==> src/rtl/alu_pipe.sv <==
// Single-issue ALU with one output register; optional iterative multiplier under ALU_PIPE_MUL_EN.
// Latency: 1 cycle for ops 0-6; MUL is OPERAND_SIZE+1 cycles, or 1 cycle returning 0 when ALU_PIPE_MUL_EN is undefined.
// Backpressure: in_ready drops while a result waits for out_ready, while MUL_BUSY, or during flush.
module alu_pipe #(
    parameter int OPERAND_SIZE     = 32,
    parameter int REG_ADDRESS_SIZE = 5
) (
    input  logic                        clk,
    input  logic                        rst_n,
    input  logic                        flush,
    input  logic                        in_valid,
    output logic                        in_ready,
    input  logic [2:0]                  in_op,
    input  logic [OPERAND_SIZE-1:0]     in_operand1,
    input  logic [OPERAND_SIZE-1:0]     in_operand2,
    input  logic [REG_ADDRESS_SIZE:0]   in_static,
    output logic                        out_valid,
    input  logic                        out_ready,
    output logic [OPERAND_SIZE-1:0]     out_result,
    output logic                        out_zero,
    output logic [REG_ADDRESS_SIZE:0]   out_static
);

    localparam int SHW = $clog2(OPERAND_SIZE);
    localparam int STW = REG_ADDRESS_SIZE + 1;

    typedef enum logic [2:0] {
        OP_ADD = 3'd0,
        OP_SUB = 3'd1,
        OP_AND = 3'd2,
        OP_OR  = 3'd3,
        OP_XOR = 3'd4,
        OP_SLT = 3'd5,
        OP_SLL = 3'd6,
        OP_MUL = 3'd7
    } op_e;

    typedef struct packed {
        logic [OPERAND_SIZE-1:0] result;
        logic [STW-1:0]          stat;
    } out_t;

    out_t                    out_q;
    out_t                    load_dat;
    logic                    out_vld_q;
    logic                    out_free;
    logic                    accept;
    logic                    load;
    logic                    slt_bit;
    logic [OPERAND_SIZE-1:0] alu_res;

    assign out_free = !out_vld_q || out_ready;
    assign accept   = in_valid && in_ready;
    assign slt_bit  = $signed(in_operand1) < $signed(in_operand2);

    always_comb begin
        alu_res = '0;
        case (op_e'(in_op))
            OP_ADD:  alu_res = in_operand1 + in_operand2;
            OP_SUB:  alu_res = in_operand1 - in_operand2;
            OP_AND:  alu_res = in_operand1 & in_operand2;
            OP_OR:   alu_res = in_operand1 | in_operand2;
            OP_XOR:  alu_res = in_operand1 ^ in_operand2;
            OP_SLT:  alu_res = {{(OPERAND_SIZE-1){1'b0}}, slt_bit};
            OP_SLL:  alu_res = in_operand1 << in_operand2[SHW-1:0];
            default: alu_res = '0;
        endcase
    end

`ifdef ALU_PIPE_MUL_EN
    typedef enum logic {
        IDLE     = 1'b0,
        MUL_BUSY = 1'b1
    } state_e;

    state_e                  state_q;
    state_e                  state_d;
    logic [OPERAND_SIZE-1:0] mcand_q;
    logic [OPERAND_SIZE-1:0] mplier_q;
    logic [OPERAND_SIZE-1:0] acc_q;
    logic [OPERAND_SIZE-1:0] acc_step;
    logic [SHW-1:0]          cnt_q;
    logic [STW-1:0]          mul_stat_q;
    logic                    mul_start;
    logic                    mul_last;
    logic                    mul_stall;
    logic                    mul_done;

    assign in_ready  = (state_q == IDLE) && out_free && !flush;
    assign mul_start = accept && (op_e'(in_op) == OP_MUL);
    assign acc_step  = acc_q + (mplier_q[0] ? mcand_q : '0);
    assign mul_last  = (cnt_q == SHW'(OPERAND_SIZE - 1));
    // The last partial product is folded straight into the output load, so
    // finishing has to wait for a free output register rather than overwrite it.
    assign mul_stall = mul_last && !out_free;
    assign mul_done  = (state_q == MUL_BUSY) && mul_last && out_free && !flush;

    always_comb begin
        state_d = state_q;
        case (state_q)
            IDLE:     if (mul_start) state_d = MUL_BUSY;
            MUL_BUSY: if (mul_done)  state_d = IDLE;
            default:  state_d = IDLE;
        endcase
        if (flush) state_d = IDLE;
    end

    always_ff @(posedge clk or negedge rst_n) begin
        if (!rst_n) state_q <= IDLE;
        else        state_q <= state_d;
    end

    always_ff @(posedge clk or negedge rst_n) begin
        if (!rst_n) begin
            mcand_q    <= '0;
            mplier_q   <= '0;
            acc_q      <= '0;
            cnt_q      <= '0;
            mul_stat_q <= '0;
        end else if (flush) begin
            cnt_q <= '0;
        end else if (mul_start) begin
            mcand_q    <= in_operand1;
            mplier_q   <= in_operand2;
            acc_q      <= '0;
            cnt_q      <= '0;
            mul_stat_q <= in_static;
        end else if ((state_q == MUL_BUSY) && !mul_stall) begin
            // Counter wraps to zero on the final step since OPERAND_SIZE is a power of two.
            acc_q    <= acc_step;
            mcand_q  <= mcand_q << 1;
            mplier_q <= mplier_q >> 1;
            cnt_q    <= cnt_q + SHW'(1);
        end
    end

    assign load     = (accept && !mul_start) || mul_done;
    assign load_dat = mul_done ? '{result: acc_step, stat: mul_stat_q}
                               : '{result: alu_res,  stat: in_static};
`else
    assign in_ready = out_free && !flush;
    assign load     = accept;
    assign load_dat = '{result: alu_res, stat: in_static};
`endif

    always_ff @(posedge clk or negedge rst_n) begin
        if (!rst_n) begin
            out_vld_q <= 1'b0;
            out_q     <= '0;
        end else if (flush) begin
            out_vld_q <= 1'b0;
        end else if (load) begin
            out_vld_q <= 1'b1;
            out_q     <= load_dat;
        end else if (out_ready) begin
            out_vld_q <= 1'b0;
        end
    end

    assign out_valid  = out_vld_q;
    assign out_result = out_q.result;
    assign out_static = out_q.stat;
    assign out_zero   = (out_q.result == '0);

endmodule

==> config.mk <==
export PLATFORM = sky130hd
export DESIGN_NAME = alu_pipe
export DESIGN_NICKNAME = d
export VERILOG_FILES = /design/src/rtl/alu_pipe.sv
export SDC_FILE = /design/constraint.sdc
export NUM_CORES = 1
export LEC_CHECK = 0
export CORE_MARGIN = 3
export CORE_UTILIZATION = 30
export CTS_CLUSTER_SIZE = 20
export DETAILED_ROUTE_END_ITERATION = 6
export GPL_TIMING_DRIVEN = 0
export PLACE_DENSITY = 0.55
export SLEW_MARGIN = 5
export SYNTH_ARGS = -nofsm -noshare
export SYNTH_HDL_FRONTEND = slang
export SYNTH_SLANG_ARGS = --single-unit
==> constraint.sdc <==
create_clock -name clk -period 2.2 [get_ports clk]
set_input_delay 0.44 -clock clk [delete_from_list [all_inputs] [get_ports clk]]
set_output_delay 0.44 -clock clk [all_outputs]
set_load 0.01 [all_outputs]
==> results of run 1 <==
[power by group through the flow]
stage          Clock (mW)  Sequential, mW  Combinational [mW]
2_1_floorplan           0           0.986                1.58
3_3_place_gp            0           0.955                2.80
3_5_place_dp            0           0.960                2.79
4_1_cts             0.712           0.952                3.28
5_1_grt             0.738           0.973                3.80
6_report            0.704           0.956                3.61
[synth_stat cells (all sizes together), types with 6 or more instances]
| cell type | instances | area share |
|---|---|---|
| o221ai | 15 | 0.016 |
| mux4 | 11 | 0.029 |
| and2 | 6 | 0.0044 |
| nand2b | 7 | 0.0052 |
| mux2i | 37 | 0.044 |
| a21o | 20 | 0.018 |
| o22ai | 22 | 0.016 |
| a221oi | 13 | 0.014 |
| dfrtp | 39 | 0.12 |
| buf | 31 | 0.018 |
| a31oi | 12 | 0.0089 |
| a211oi | 17 | 0.015 |
| nor2b | 12 | 0.0089 |
| a221o | 7 | 0.0083 |
| nor2 | 88 | 0.039 |
| o21ai | 62 | 0.037 |
| nand2 | 100 | 0.045 |
| o31ai | 13 | 0.014 |
| a22o | 6 | 0.0062 |
| or2 | 7 | 0.0052 |
| a22oi | 26 | 0.023 |
| o21bai | 15 | 0.013 |
| inv | 100 | 0.044 |
| xnor2 | 19 | 0.020 |
| o211ai | 23 | 0.021 |
| nor3 | 30 | 0.019 |
| nand3 | 17 | 0.010 |
| mux2 | 13 | 0.017 |
| clkbuf | 50 | 0.022 |
| a21oi | 124 | 0.075 |
| ha | 107 | 0.16 |
| nor4 | 12 | 0.0089 |
| o21a | 7 | 0.0062 |
| nand4 | 10 | 0.0074 |
[through the flow]
step | instances | TNS [ns] | hold slack [ns]
3_3_place_gp | 1645 | -83.95 | 0.459
2_1_floorplan | 1155 | -15.38 | 0.144
5_1_grt | 1719 | -23.34 | 0.0798
4_1_cts | 1692 | -20.94 | 0.0522
6_report | 1719 | -21.70 | 0.0485
3_5_place_dp | 1646 | -71.83 | 0.360
[registers in the layout (all words and copies together), names as in the netlist]
signal      cells
out_static      6
out_valid       1
out_result     32
[worst min path at each step]
stage / slack [ns] / from / endpoint
global route: 0.08 / rst_n / out_result[4]
global placement: 0.46 / out_static[2] / out_static[2]
detailed placement: 0.36 / rst_n / out_result[4]
floorplan: 0.14 / rst_n / out_result[0]
CTS: 0.05 / rst_n / out_result[4]
finish: 0.05 / rst_n / out_result[4]
[cell type report]
type / count / area [um^2] / area share
plain buffers: 68 / 544 / 0.0432
clock buffers: 6 / 129 / 0.0102
clock inverters: 2 / 12.5 / 0.000993
inverters: 102 / 433 / 0.0344
multi-input cells: 933 / 8200 / 0.651
flip-flops and latches: 39 / 976 / 0.0774
well taps: 372 / 465 / 0.0369
repair buffers: 197 / 1840 / 0.146
[worst reg2reg max path, stage by stage, from the launching register on]
cell	delay (ns)
dfrtp_1	0.36
nor2b_1	0.15
nor2_2	0.14
nand2_1	0.14
clkbuf_4	0.24
nand2_1	0.19
o221ai_1	0.17
a211o_1	0.33
a221oi_2	0.31
a21oi_1	0.09
[logic make-up (layout without fill, tap and decap cells)]
kind of cell    Yosys count  after routing  share of synthesized area
compound gates          433            433                      0.352
simple gates            306            306                      0.168
buf+inv                 183            375                     0.0859
fa+ha+maj               109            109                      0.163
mux                      61             61                     0.0905
flops                    39             39                      0.115
xor+xnor                 24             24                     0.0249
[metal layers]
layer	wire, um	vias to the layer above	track usage	part of all wire
met2	18800	561	0.428	0.43
met3	4030	103	0.0517	0.093
met5	22	-	0	0.00051
met1	19100	4903	0.381	0.44
met4	1540	4	0.0721	0.035
li1	-	4666	-	-
[placed cells by master, fill, tap and decap left out, drive strengths merged, types with 19 or more instances in the layout]
cell type,n
o22ai,22
a21o,20
mux2i,37
nor3,30
xnor2,19
clkbuf,53
inv,98
clkdlybuf4s50,70
nand2,100
dfrtp,39
o21ai,62
o211ai,23
a21oi,124
a22oi,26
buf,121
ha,107
nor2,88
[what timing repair did]
item / CTS / global route
endpoints found under the setup margin: 39 / 40
buffers inserted: 51 / 32
gates resized for setup: 388 / 139
pin swaps: 102 / 96
==> results.md, run 1 <==
* Worst-path clk slew at 0.06 ns
* Failing checks: setup timing
* Rows at 60
* Final setup vio count at 29
* Crit path required time at 2.38 ns
* Final Instance Area at 12600 um^2
* H-tree depth at 2
* Worst-Margin Slew at 1.01 ns
* Final wirelength at 43500 um
* Worst setup EP type: flop
* RSZ-0062 raised after global routing: true
* Min-Delay Path Class: in2async
* Post-layout net count at 1533
* Pre-CTS setup slack at -2.73 ns
* Vias in the first global route at 9837
* Delay-heaviest family, CP: compound AO/OA/AOI/OAI gates
* Clock Skews at 0.00861 ns
* Leakage power at 5.31 nW
* Detailed Place HPWL at 33800 um
* Inserted Clock Buffers at 5
* Cell count along the critical path at 17
* Crit path top cell by count: clkbuf_16
* #FFs+latches synth at 39
* Largest net degree at the start of global routing at 27
* Antenna diodes at 0
* Status: finished, violations left
* CP Max Fanout at 5
* CTS tree: done
* Synth unique cells at 87
* Core box area at 27300 um^2
* Worst EP arrival at 3.44 ns
* Initial Utilization at 0.309
* Syn Nets at 1342
* CP Cell Sequence: buf_16, clkinv_8, clkbuf_16, clkbuf_16, buf_8, ha_4, o311a_1, or4b_4, a21oi_4, buf_12, buf_6, o41ai_2, a21oi_1, buf_4, o221a_1, o21ai_4, a22o_1
* Layout fillers at 2750
* Setup Crit Path Kind: in2reg
* Combinational power share at 0.685
* Cts hold-fix bufs at 0
* Net switching power at 2.45 mW
* Min Tclk post-route at 3.26 ns
* Top_reg_cell synth: dfrtp_1
* I/O Buffers at 118
* Syn-to-layout area delta at 49.1%
* Ys Warns at 0
* Pwr Total at 5.27 mW
* R2r endpoint: out_result[25]
* Reg2reg start: out_valid
* Worst Setup SP: in_operand2[1]
* Io pins at 119
* Netlist Area Pre-Place at 8450 um^2
* Sequential area share after synthesis at 0.115
* Critical path endpoint: out_result[15]
* Initial antenna violation count at 3
* Clk_lat worst skew at 0.29 ns
* WL/cell at 25.3 um
* Reg2reg setup slack at -0.06 ns
* Clock Path Buffers at 2
* Gr ovfl total at 0
* Die X at 174 um
* Sw Ratio at 0.465
* Pwr Density at 418 nW/um^2
* Util after Layout at 0.461
* Asr flop ratio synth at 1.00
* Final Hold Viols at 0
* Layout cell share with drive strength beyond 1 at 0.325
* Reg2reg path depth at 9
* DRC errors left at 0
* Via/cell ratio at 5.96
* Slew margin rel. at 0.324
* Die ar. at 30200 um^2
* Routed Antenna Nets at 0
* Detailed router's first-iteration violation count at 1161
* First drt pass iteration count at 5
* Tot GR Track Use at 0.272
* Final worst slack at -1.06 ns
* GPL Wtd Cong at 1.03
* Post-DP Area at 10400 um^2
* Die Height at 174 um
* Sequential share of power at 0.182
* Setup crit start kind: input port
* Post-synth EDFFs at 0
* Slowest-stage cell, CP: or4b_4
* Avg Cell Area, Syn at 7.32 um^2
* Pins Over Slew Limit at 0
* Final Cycle Share at 1.48
* WP buf/inv at 8
* Max Fclk at 0.307 GHz
* Clock tree root buffer cell: clkbuf_16
* Clock power frac at 0.134
* Vias at 10200
* First-pass GRT wire length at 63500 um
* Worst vdd ir at 0.303 mV
* CTS Sinks at 39
* Internal Power at 2.82 mW
* Post-synthesis instance total at 1155
* Slowest stage delay, CP at 0.58 ns
* Max Cap Violations at 0
No activity file was read; power rests on OpenSTA's default activity.
==> inputs of run 2 (changes only) <==
==> constraint.sdc (replaced) <==
create_clock -name clk -period 4.05 [get_ports clk]
set_input_delay 0.81 -clock clk [delete_from_list [all_inputs] [get_ports clk]]
set_output_delay 0.81 -clock clk [all_outputs]
set_load 0.01 [all_outputs]
==> run 2 against run 1 <==
Against the previous run: the run still ends with setup timing left; sequential cell count unchanged; worst setup slack better by 1.1 ns; largest power group unchanged; global-route usage down 1.1 points; sequential share of layout area up 1.5 points; cell count down 3.8%; via count down 3.0%; sequential power down 46%; register-to-register slack better by 1.6 ns; non-clock buffer count down 66.
==> results.md, run 2 (synthesis gave the netlist of run 1 again) <==
* Clock Path Buffers at 2
* Reg2reg setup slack at 1.53 ns
* Vias at 9929
* RSZ-0062 raised after global routing: true
* Detailed router's first-iteration violation count at 1265
* Vias in the first global route at 9482
* Core box area at 27300 um^2
* Min Tclk post-route at 4.05 ns
* Worst vdd ir at 0.160 mV
* Io pins at 119
* Initial Utilization at 0.309
* Reg2reg start: out_valid
* GPL Wtd Cong at 1.01
* Commonest cells after routing, fill and taps aside: 114 x a21oi_1, 103 x ha_1, 99 x nand2_1, 96 x inv_1, 96 x clkdlybuf4s50_1
* Max Fclk at 0.247 GHz
* Clk_lat worst skew at 0.28 ns
* Post-DP Area at 10100 um^2
* Setup Crit Path Kind: in2reg
* Worst setup EP type: flop
* Die X at 174 um
* Antenna diodes at 0
* Setup crit start kind: input port
* Final Cycle Share at 1.00
* Detailed Place HPWL at 33500 um
* Final setup vio count at 1
* Largest register FFs at 32
* Die Height at 174 um
* Worst-Margin Slew at 1.39 ns
* Clock Skews at 0.00502 ns
* Routed Antenna Nets at 0
* Tot GR Track Use at 0.260
* Leakage power at 4.63 nW
* Placed instance count at 1646
* First-pass GRT wire length at 60500 um
* Setup TNS at -0.000845 ns
* Worst-path clk slew at 0.06 ns
* DRC errors left at 0
* WL/cell at 24.9 um
* Crit path required time at 4.24 ns
* Final worst slack at -0.000845 ns
* CP Max Fanout at 10
* H-tree depth at 2
* Final Instance Area at 10600 um^2
* Syn-to-layout area delta at 25.6%
* Largest net degree at the start of global routing at 35
* Pins Over Slew Limit at 0
* Worst EP arrival at 4.24 ns
* Pwr Density at 233 nW/um^2
* Clock tree root buffer cell: clkbuf_16
* Inserted Clock Buffers at 5
* Layout fillers at 2935
* Commonest non-fill, non-tap cell in the layout: a21oi_1
* Initial antenna violation count at 2
* Post-layout net count at 1467
* Final Hold Viols at 0
* Status: finished, violations left
* CTS Sinks at 39
* First drt pass iteration count at 6
* Non-Filler Instances at 1653
* Max Cap Violations at 0
* I/O Buffers at 118
* WHS at 0.360 ns
* Final wirelength at 41200 um
* Pwr Total at 2.48 mW
* Rows at 60
* Gr ovfl total at 0
* Via/cell ratio at 6.01
* Util after Layout at 0.388
* Layout cell share with drive strength beyond 1 at 0.112
* Slew margin rel. at 0.0636
* Min-Delay Path Class: in2async
* Reg2reg path depth at 7
* Pre-CTS setup slack at -2.10 ns
* R2r endpoint: out_result[20]
* Failing checks: setup timing
* CTS tree: done
* Die ar. at 30200 um^2
run 2: cell count changes in the layout (fill, tap and decap cells not counted), sizes merged:
cell	previous run	this run
buf	121	39
clkdlybuf4s50	70	96
dlygate4sd2	16	2
dlymetal6s2s	4	15
clkdlybuf4s15	7	0
clkinv	4	2
inv	98	100
clkbuf	53	54
clkinvlp	2	1
run 2: how the worst max path moves through the flow:
| stage | from | endpoint | slack (ns) | depth (start not counted) |
|---|---|---|---|---|
| 6_report | in_op[0] | out_result[26] | -0.0008 | 7 |
| 3_5_place_dp | in_operand2[1] | out_result[29] | -2.10 | 14 |
| 3_3_place_gp | in_operand2[1] | out_result[29] | -2.17 | 14 |
| 4_1_cts | in_operand2[3] | out_result[29] | -0.03 | 13 |
| 2_1_floorplan | in_operand2[1] | out_result[21] | 0.18 | 13 |
| 5_1_grt | in_operand2[0] | out_result[22] | -0.03 | 13 |
run 2: repair_timing:
item                       in CTS  in global routing
hold buffers                    0                  0
pin swaps                       9                  8
setup endpoints to repair      31                 21
gates resized for setup        51                 55
buffers inserted                5                  2
run 2: layer usage:
layer | global-route usage | share of wire
met5 | 0 | 0.00066
met4 | 0.0731 | 0.027
met3 | 0.0633 | 0.10
met2 | 0.399 | 0.43
met1 | 0.363 | 0.44
run 2: area by class of cell:
type	count	area, um^2	share of cell area
Tap cell	372	465	0.0439
Clock buffer	7	133	0.0125
Inverter	102	394	0.0371
Multi-Input combinational cell	933	7030	0.662
Timing Repair Buffer	126	1280	0.121
Buffer	73	333	0.0314
Clock inverter	1	5.00	0.000472
Sequential cell	39	976	0.0920
run 2: worst max-delay path, cell delays in order:
cell and delay [ns]:
clkdlybuf4s50_1 0.51, clkbuf_2 0.35, nor3_1 1.18, clkbuf_1 0.69, a221oi_1 0.25, a21oi_2 0.24
a2bb2oi_1 0.20
run 2: report_power, final:
part / internal [mW] / leakage (nW) / switching [mW]
clock: 0.228 / 0.0679 / 0.148
combinational: 0.631 / 4.05 / 0.957
sequential: 0.454 / 0.506 / 0.0596
total: 1.31 / 4.63 / 1.16
